`config.mk`:
```
export PLATFORM = sky130hd
export DESIGN_NAME = instr_feeder_flat
export DESIGN_NICKNAME = d
export VERILOG_FILES = /design/src/rtl/instr_feeder_if.sv /design/src/rtl/instr_feeder.sv /design/src/flat_wrapper.sv
export SDC_FILE = /design/constraint.sdc
export NUM_CORES = 1
export LEC_CHECK = 0
export ABC_CLOCK_PERIOD_IN_PS = 5600
export BUFFER_PORTS_ARGS = -buffer_cell sky130_fd_sc_hd__buf_2
export CORE_AREA = 2 2 138 140
export CTS_BUF_LIST = sky130_fd_sc_hd__clkbuf_4 sky130_fd_sc_hd__clkbuf_8
export CTS_CLUSTER_DIAMETER = 30
export DETAILED_ROUTE_END_ITERATION = 7
export DIE_AREA = 0 0 140 142
export GPL_TIMING_DRIVEN = 0
export PLACE_DENSITY = 0.61
export SLEW_MARGIN = 20
export SYNTH_ARGS = -nofsm -noshare
export SYNTH_HDL_FRONTEND = slang
export SYNTH_SLANG_ARGS = --single-unit
```
`constraint.sdc`:
```
create_clock -name clk -period 5.6 [get_ports clk]
set_input_delay 0.56 -clock clk [delete_from_list [all_inputs] [get_ports clk]]
set_output_delay 0.56 -clock clk [all_outputs]
set_load 0.01 [all_outputs]
```
`src/rtl/instr_feeder_if.sv`:
```
// Program-load / replay bus between a stimulus master and instr_feeder.
interface instr_feeder_if #(
    parameter int DEPTH = 16
) ();
    logic                     wr_en;
    logic [7:0]               wr_data;
    logic                     start;
    logic                     clr;
    logic [7:0]               instr_out;
    logic                     cpu_reset;
    logic                     busy;
    logic                     done;
    logic                     full;
    logic [$clog2(DEPTH):0]   count;

    modport master (
        output wr_en, wr_data, start, clr,
        input  instr_out, cpu_reset, busy, done, full, count
    );

    modport slave (
        input  wr_en, wr_data, start, clr,
        output instr_out, cpu_reset, busy, done, full, count
    );
endinterface

```
`src/rtl/instr_feeder.sv`:
```
// Stores a short program of instruction bytes and replays it onto the cpu input bus,
// holding each byte one or two cycles according to its opcode class.
module instr_feeder #(
    parameter int          DEPTH      = 16,
    parameter logic [15:0] MULTI_MASK = 16'h15C0
) (
    input logic           clk,
    input logic           reset,
    instr_feeder_if.slave bus
);
    localparam int PTR_W = $clog2(DEPTH);
    localparam int CNT_W = PTR_W + 1;

    typedef enum logic [1:0] {IDLE, RUN, DONE} state_t;

    state_t           state, state_n;
    logic [7:0]       mem [DEPTH];
    logic [CNT_W-1:0] count, count_n;
    logic [PTR_W-1:0] rd_ptr, rd_ptr_n, rd_ptr_inc;
    logic [7:0]       instr, instr_n;
    logic             cpu_rst, cpu_rst_n;
    logic             done_q, done_n;
    logic             held, held_n;
    logic             mem_we;
    logic             full;
    logic             is_last;

    assign full       = (count == CNT_W'(DEPTH));
    assign rd_ptr_inc = rd_ptr + PTR_W'(1);
    assign is_last    = (CNT_W'(rd_ptr) + CNT_W'(1)) >= count;

    always_ff @(posedge clk or posedge reset) begin
        if (reset) begin
            state   <= IDLE;
            count   <= '0;
            rd_ptr  <= '0;
            instr   <= '0;
            cpu_rst <= 1'b1;
            done_q  <= 1'b0;
            held    <= 1'b0;
        end else begin
            state   <= state_n;
            count   <= count_n;
            rd_ptr  <= rd_ptr_n;
            instr   <= instr_n;
            cpu_rst <= cpu_rst_n;
            done_q  <= done_n;
            held    <= held_n;
        end
    end

    // Program storage is deliberately left unreset; count alone defines validity.
    always_ff @(posedge clk) begin
        if (mem_we) begin
            mem[count[PTR_W-1:0]] <= bus.wr_data;
        end
    end

    always_comb begin
        state_n   = state;
        count_n   = count;
        rd_ptr_n  = rd_ptr;
        instr_n   = instr;
        cpu_rst_n = cpu_rst;
        done_n    = done_q;
        held_n    = held;
        mem_we    = 1'b0;

        if (bus.clr) begin
            state_n   = IDLE;
            count_n   = '0;
            rd_ptr_n  = '0;
            instr_n   = '0;
            cpu_rst_n = 1'b1;
            done_n    = 1'b0;
            held_n    = 1'b0;
        end else begin
            unique case (state)
                IDLE: begin
                    if (bus.start && count != '0) begin
                        state_n   = RUN;
                        instr_n   = mem[0];
                        rd_ptr_n  = '0;
                        cpu_rst_n = 1'b0;
                        held_n    = 1'b0;
                    end else if (bus.wr_en && !full && !bus.start) begin
                        mem_we  = !reset;
                        count_n = count + CNT_W'(1);
                    end
                end
                RUN: begin
                    // A two-cycle byte spends its first cycle setting held.
                    if (MULTI_MASK[instr[7:4]] && !held) begin
                        held_n = 1'b1;
                    end else if (!is_last) begin
                        rd_ptr_n = rd_ptr_inc;
                        instr_n  = mem[rd_ptr_inc];
                        held_n   = 1'b0;
                    end else begin
                        state_n = DONE;
                        instr_n = '0;
                        done_n  = 1'b1;
                        held_n  = 1'b0;
                    end
                end
                DONE: begin
                    if (bus.start) begin
                        state_n  = RUN;
                        instr_n  = mem[0];
                        rd_ptr_n = '0;
                        done_n   = 1'b0;
                        held_n   = 1'b0;
                    end
                end
                default: begin
                    state_n = IDLE;
                end
            endcase
        end
    end

    assign bus.instr_out = instr;
    assign bus.cpu_reset = cpu_rst;
    assign bus.busy      = (state == RUN);
    assign bus.done      = done_q;
    assign bus.full      = full;
    assign bus.count     = count;
endmodule
```
`src/flat_wrapper.sv`:
```
// flat-port wrapper written by rule: the top's interface ports become plain ports
module instr_feeder_flat 
#(
    parameter int          DEPTH      = 16,
    parameter logic [15:0] MULTI_MASK = 16'h15C0
)
  (clk, reset, bus_wr_en, bus_wr_data, bus_start, bus_clr, bus_instr_out, bus_cpu_reset, bus_busy, bus_done, bus_full, bus_count);
  instr_feeder_if #(.DEPTH(DEPTH)) bus_i ();
  input logic clk;
  input logic reset;
  input wire logic [$bits(bus_i.wr_en)-1:0] bus_wr_en;
  input wire logic [$bits(bus_i.wr_data)-1:0] bus_wr_data;
  input wire logic [$bits(bus_i.start)-1:0] bus_start;
  input wire logic [$bits(bus_i.clr)-1:0] bus_clr;
  output wire logic [$bits(bus_i.instr_out)-1:0] bus_instr_out;
  output wire logic [$bits(bus_i.cpu_reset)-1:0] bus_cpu_reset;
  output wire logic [$bits(bus_i.busy)-1:0] bus_busy;
  output wire logic [$bits(bus_i.done)-1:0] bus_done;
  output wire logic [$bits(bus_i.full)-1:0] bus_full;
  output wire logic [$bits(bus_i.count)-1:0] bus_count;
  assign bus_i.wr_en = bus_wr_en;
  assign bus_i.wr_data = bus_wr_data;
  assign bus_i.start = bus_start;
  assign bus_i.clr = bus_clr;
  assign bus_instr_out = bus_i.instr_out;
  assign bus_cpu_reset = bus_i.cpu_reset;
  assign bus_busy = bus_i.busy;
  assign bus_done = bus_i.done;
  assign bus_full = bus_i.full;
  assign bus_count = bus_i.count;
  instr_feeder #(.DEPTH(DEPTH), .MULTI_MASK(MULTI_MASK)) u_core (.clk(clk), .reset(reset), .bus(bus_i));
endmodule
```
Yosys cells after proc, flatten, opt, wreduce, memory -nomap -nowiden
Memory sizes are Yosys's and may differ from the RTL's.
Index checks and enable logic that the tools add are counted.
- order comparisons: 2
- add/sub/neg operators: 3
- reduce and logical (&&, ||, !) cells: 22
- eq/ne operators: 9
- muxes and demuxes: 40
- operator list (operator ; number):
    two-way mux 8 bit ; 5
    one-hot mux 8 bit (3 select lines) ; 1
    two-way mux 4 bit ; 5
    two-way mux 5 bit ; 4
    two-way mux 1 bit ; 16
    one-hot mux 4 bit (3 select lines) ; 1
    AND reduction 4 bit ; 3
    two-way mux 2 bit ; 5
    != test 3 bit, second input constant ; 3
    != test 3 x 2 -> 1 bit, second input constant ; 2
    one-hot mux 2 bit (3 select lines) ; 1
    AND reduction 3 bit ; 2
    nonzero test 2 bit ; 3
    adder 4 x 1 -> 5 bit, second input constant ; 1
    adder 5 x 1 -> 5 bit, second input constant ; 1
    == test 5 bit, second input constant ; 1
    >= comparator 5 bit ; 1
    < comparator 4 x 5 -> 1 bit, second input constant ; 1
    AND reduction 5 bit ; 1
    nonzero test 5 bit ; 1
    adder 4 x 1 -> 4 bit, second input constant ; 1
    logical AND 1 bit ; 4
    logical NOT 1 bit ; 4
    nonzero test 4 bit ; 1
    8 further kinds ; 8
- ROM bits: 16
- output and inout bits: 17
- bits in writable memories: 128
- memories: 2
- flip-flop bits (word level): 22
- memory list (memory ; depth ; width ; rd ports ; clocked after memory_dff ; wr ports ; line ; source):
    u_core.mem ; 16 ; 8 ; 2 ; 0 ; 1 ; instr_feeder.sv:17 ; logic [7:0] mem [DEPTH];
    (no name shown) ; 16 ; 1 ; 1 ; 0 ; 0 ; instr_feeder.sv:93 ; if (MULTI_MASK[instr[7:4]] && !held) begin

Longest topological paths before layout
- word-level depth: 10
- mapped depth: 11

Worst setup path before layout
Ideal clock, no wire load.
- path type: reg-to-reg
- start: register u_core.count[0] (netlist: u_core.bus.count[0])
- end: memory u_core.mem[10][0], enable pin
- data arrival time: 2.602 ns
- data required time: 5.202 ns
- slack: 2.601 ns
- path buffers: 0
- stages on the path, launching flop included: 7
- cell sequence: dfrtp_1 inv_1 ha_1 and4bb_4 nor4b_4 nand2_1 nor4b_1
- cells in the longest elaborated chain, start to end: 10
- ends and longest elaborated chain (element ; line ; source):
    start, declared ; instr_feeder.sv:18 ; logic [CNT_W-1:0] count, count_n;
    start signal, assigned ; instr_feeder.sv:43 ; count <= count_n;
    == test 5 bit ; instr_feeder.sv:28 ; assign full = (count == CNT_W'(DEPTH));
    net bus_full ; flat_wrapper.sv:19 ; output wire logic [$bits(bus_i.full)-1:0] bus_full;
    logical NOT 1 bit ; instr_feeder.sv:86 ; end else if (bus.wr_en && !full && !bus.start) begin
    logical AND 1 bit (2 in series) ; instr_feeder.sv:86 ;
    two-way mux 1 bit ; instr_feeder.sv:86 ;
    two-way mux 1 bit ; instr_feeder.sv:80 ; if (bus.start && count != '0) begin
    two-way mux 1 bit ; instr_feeder.sv:78 ; unique case (state)
    two-way mux 1 bit ; instr_feeder.sv:69 ; if (bus.clr) begin
    two-way mux 1 bit ; instr_feeder.sv:54 ; if (mem_we) begin
    two-way mux 1 bit (implied by the code) ; instr_feeder.sv:55 ; mem[count[PTR_W-1:0]] <= bus.wr_data;
    end, declared ; instr_feeder.sv:17 ;
The timed path passes the listed nets, and every way through them passes these cells.

Worst setup path after layout
- start: register u_core.rd_ptr[0]
- end: register u_core.rd_ptr[1]
- cells in the longest elaborated chain, start to end: 5
- ends and longest elaborated chain (element ; line ; source):
    start, declared ; instr_feeder.sv:19 ; logic [PTR_W-1:0] rd_ptr, rd_ptr_n, rd_ptr_inc;
    start signal, assigned ; instr_feeder.sv:44 ; rd_ptr <= rd_ptr_n;
    parallel branches: the longest is 5 deep, another holds adder 4 x 1 -> 5 bit ; - ;
Several ways; the timed one is not identified. The select of a mux whose other input is x is not followed.
A chain may end at the register's enable or synchronous reset.

==> results.txt <==
* Sequential fraction of design power: 0.558
- The setup check on the worst reg-to-reg path leaves a slack of 2380 ps.
- CP arrival: 3580 ps
- The startpoint identified for the worst register-to-register timing path is u_core.rd_ptr[0].
- Start point of the critical path: u_core.rd_ptr[0]
- Number of buffer and inverter instances along the worst setup path: 3
- In the final layout, the multi-input gates occupy 1808 µm².
- The min-delay analysis places its worst path in the category primary input to async pin.
- After detailed routing, the number of vias per cell comes to 5.293.
* Syn Inst Count: 357
- Largest delay contributor family on the critical path: buffers and inverters
- In the synthesized netlist the async set-or-reset flop fraction comes to 0.1467.
* Number of synthesized flops with an enable pin: 128
- For the finished layout, the period the worst path requires is 3216 ps.
- Number of placed instances with taps included: 625
- The worst-case IR drop observed on VDD is 0.0001420 V.
* Synthesis-to-finish area growth: 14.60%
- Worst Tran Pin Value: 918.7 ps
- Synth Cell Area: 6324 µm²
- The layout has 1616 filler cells.
- Largest net degree at the start of global routing: 23
- Highest routing layer actually used: met4
- Clock-pin slew on the worst setup and hold paths: 80 ps
- Hold repair after CTS inserted 0 buffers.
- After synthesis, the mean cell area works out to 17.71 µm².
- The share of total power dissipated in combinational logic is 0.038.
- Crit-path cells: ha_1, xnor2_1, buf_4, inv_1, ha_1, a21o_1, a21oi_1, o211a_1, buf_1, nand3_1, o21ai_0
- The initial utilization of the core area, before any placement, comes to 0.3426.
- In this run, distinct cell masters in the synthesized netlist total 51.
- The final layout contains 433 nets.
* Max Root-Sink Buffers: 2
- Layout cell share with drive strength beyond 1: 0.3081
- Placed wire-length estimate after detailed placement: 9388 µm
- For this run, the register share of the synthesized area comes to 0.6951.
* Part of the total power dissipated in the clock network: 0.404
* Die footprint: 19880 µm²
* Result of the run: finished, violations left
- Routed met3 length: 691 µm
- The first global-routing pass estimated 20630 µm of wire.
- Internal Pwr Total: 1.742 mW
* Most numerous cell in the Yosys netlist: sky130_fd_sc_hd__edfxtp_1
* Lkg Pwr: 2.536 nW
- Global routing usage summed across all routing layers: 0.1433
* Clock latency of the later-clocked register in the worst-skew pair: 450 ps
* # IOs: 30
* TritonCTS clock tree: yes
- By instance count, the cell type seen most on the critical path is sky130_fd_sc_hd__ha_1.
- The synthesized design contains 150 register bits.
- Input and output buffers added on the ports amount to 29.
- Number of non-filler instances in the completed layout: 656
* Met2 WL: 6472 µm
* Hold slack final: 306.8 ps
- Via count: 3472
- The total overflow left after global routing is 0.
- At the end of the flow the core is filled with cells to 0.3927.
* Final TNS setup: 0 ps
- After detailed routing, the wire length on met1 is 6084 µm.
* Worst Skew: 12.28 ps
* Number of buffers inserted during clock tree synthesis: 17
- Reg2Reg Capture Point: u_core.rd_ptr[1]
- Number of warnings issued by yosys: 0
- Post-CTS timing repair inserted 0 buffers for setup.
* Chip Width: 140 µm
- 0 antenna diodes ended up in the layout.
- Floorplan core area: 18460 µm²
* Via count of the first global-routing pass: 3502
- RSZ-0062 raised after global routing: no
- The root buffer cell chosen for the clock tree is sky130_fd_sc_hd__clkbuf_8.
* Max Fclk: 0.3110 GHz
- GP Congestion: 0.7760
- The total count of hold-check failures in the final report is 0.
* Maximum level of the CTS H-tree: 4
* Max-slew headroom at the worst pin: 0.3853
- In the synthesized netlist the dominant register cell turns out to be sky130_fd_sc_hd__edfxtp_1.
- Power density normalized to cell area: 303.8 nW/µm²
- The slowest stage of the critical path belongs to the cell sky130_fd_sc_hd__xnor2_1.
- Maximum net fanout on the critical path: 10
- The critical path in this run is classified as register to register.
* Reported max-cap violation count: 0
- Nets in the synthesized netlist: 380
- The initial antenna violation count came to 0.
- The floorplan has 50 rows.
* Final routed DRC violation total: 1
- After detailed routing, the average wire length per cell comes to 20.63 µm.
- Summing all flip-flop and latch instances after layout gives 4395 µm².
* Critical path capture point type: register
- Final clock period utilization by the worst path: 0.5743
- Failing checks: DRC
* Number of nets with antenna violations after detailed routing: 0
- Sw Pwr: 0.4590 mW
* Most numerous cell types in the synthesized netlist: sky130_fd_sc_hd__edfxtp_1, sky130_fd_sc_hd__mux4_2, sky130_fd_sc_hd__dfrtp_1, sky130_fd_sc_hd__nand2_1, sky130_fd_sc_hd__nor2_1
- Following the worst setup path forward leads to its endpoint at u_core.rd_ptr[1].
- Critical path required time: 5960 ps
* Number of violations reported at the end of detailed-routing iteration 0: 393
- For the worst flop-to-flop path, the logic depth is 11.
- In this run the number of cells on the critical path is 11.
* Delay contributed by the slowest stage of the critical path: 620 ps
- Post-CTS repair changed the size of 0 cells.
- Crit path launch type: register
* Final setup vio count: 0
* Slew Viols, Final: 0
- Of the total power, the share spent switching nets is 0.2085.
- The floorplan step set the die height to 142 µm.
- The final layout contains routed wiring with a total length of 13540 µm.
* Top cell type's share of synthesized area: 0.6078
* Dominant cells by area after synthesis: sky130_fd_sc_hd__edfxtp_1, sky130_fd_sc_hd__mux4_2, sky130_fd_sc_hd__dfrtp_1
* Cell type with the largest total area after synthesis: sky130_fd_sc_hd__edfxtp_1
- Num Clock Sinks: 150
- Number of optimization iterations in the first detailed-route pass: 6
registers in the layout (all words and copies together), names as in the netlist:
signal and count:
u_core.held 1, u_core.state 2, u_core.bus.count 5, u_core.bus.cpu_reset 1, u_core.mem 128, u_core.rd_ptr 4
u_core.bus.instr_out 8, u_core.bus.done 1
area by class of cell:
type,instances,share of cell area
Tap cell,234,0.04040
Inverter,13,0.006733
Buffer,16,0.01364
Timing Repair Buffer,34,0.02452
Multi-Input combinational cell,178,0.2495
Sequential cell,150,0.6065
Clock inverter,12,0.02434
Clock buffer,19,0.03436
worst min-delay path by stage:
stage	from	endpoint	slack (ps)	depth (start not counted)
after detailed placement	u_core.bus.cpu_reset	u_core.bus.cpu_reset	460	2
after global routing	reset	u_core.bus.count[2]	380	2
after CTS	reset	u_core.bus.count[1]	330	2
after global placement	u_core.bus.cpu_reset	u_core.bus.cpu_reset	450	2
final	reset	u_core.bus.count[3]	310	2
after floorplan	u_core.held	u_core.held	440	2
through the flow:
stage | setup slack (ps) | total power [mW] | cell area (µm²)
detailed placement | 2428 | 1.336 | 6822
CTS | 2391 | 2.220 | 7247
global placement | 1333 | 1.332 | 6761
global route | 2170 | 2.278 | 7247
finish | 2384 | 2.201 | 7247
floorplan | 2601 | 1.297 | 6324
worst reg2reg max path, cell delays in order (launching register included):
cell and delay [ps]:
sky130_fd_sc_hd__dfrtp_1 410, sky130_fd_sc_hd__ha_1 250, sky130_fd_sc_hd__xnor2_1 620, sky130_fd_sc_hd__buf_4 330, sky130_fd_sc_hd__inv_1 80, sky130_fd_sc_hd__ha_1 180
sky130_fd_sc_hd__a21o_1 170, sky130_fd_sc_hd__a21oi_1 240, sky130_fd_sc_hd__o211a_1 220, sky130_fd_sc_hd__buf_1 380, sky130_fd_sc_hd__nand3_1 130, sky130_fd_sc_hd__o21ai_0 110
routing by layer:
metal	up-vias	GRT usage
li1	1529	-
met2	124	0.2258
met1	1799	0.1937
met5	-	0
met3	20	0.03398
met4	0	0.05795
cell usage in the layout (no fill, tap or decap), types with 2 or more instances in the layout:
cell	synthesis	final
sky130_fd_sc_hd__nand3_1	17	17
sky130_fd_sc_hd__edfxtp_1	128	128
sky130_fd_sc_hd__mux4_2	37	37
sky130_fd_sc_hd__mux2_2	2	2
sky130_fd_sc_hd__a2bb2oi_1	2	2
sky130_fd_sc_hd__a22oi_1	7	7
sky130_fd_sc_hd__o31ai_1	2	2
sky130_fd_sc_hd__mux2i_1	2	2
sky130_fd_sc_hd__a21o_1	2	2
sky130_fd_sc_hd__clkbuf_1	2	2
sky130_fd_sc_hd__nand2_1	21	21
sky130_fd_sc_hd__or3_1	2	2
sky130_fd_sc_hd__a21oi_1	4	4
sky130_fd_sc_hd__ha_1	10	10
sky130_fd_sc_hd__nand2b_1	2	2
sky130_fd_sc_hd__o21ai_0	6	6
sky130_fd_sc_hd__xnor2_1	5	5
sky130_fd_sc_hd__buf_6	2	2
sky130_fd_sc_hd__dfrtp_1	21	21
sky130_fd_sc_hd__nor4b_2	0	2
sky130_fd_sc_hd__clkinv_4	0	2
sky130_fd_sc_hd__inv_6	0	2
sky130_fd_sc_hd__nor2_1	20	20
sky130_fd_sc_hd__nor3_1	6	3
sky130_fd_sc_hd__inv_1	13	13
sky130_fd_sc_hd__nor3_2	0	3
sky130_fd_sc_hd__clkbuf_8	0	17
sky130_fd_sc_hd__nand4_1	2	2
sky130_fd_sc_hd__clkinv_2	0	2
sky130_fd_sc_hd__buf_4	4	7
sky130_fd_sc_hd__clkbuf_4	0	2
sky130_fd_sc_hd__o211a_1	2	2
sky130_fd_sc_hd__buf_2	7	38
sky130_fd_sc_hd__o211ai_1	2	2
sky130_fd_sc_hd__nor2b_1	3	3
sky130_fd_sc_hd__bufinv_16	0	4
kinds of logic after synthesis:
kind of cell,after synthesis,share of synthesized area
AOI/OAI and AO/OA,38,0.04650
buffers and inverters,29,0.02335
adders and majority gates,10,0.01979
and+or+nand+nor,84,0.06985
DFF,150,0.6951
muxes,41,0.1385
xor gates and xnor gates,5,0.006925
power by group through the flow:
stage	sequential, mW	clock, mW	combinational, mW
4_1_cts	1.23	0.908	0.0845
5_1_grt	1.23	0.957	0.0928
2_1_floorplan	1.25	0	0.0435
3_3_place_gp	1.25	0	0.0797
6_report	1.23	0.890	0.0842
3_5_place_dp	1.25	0	0.0841
(Power assumes the default switching activity.)
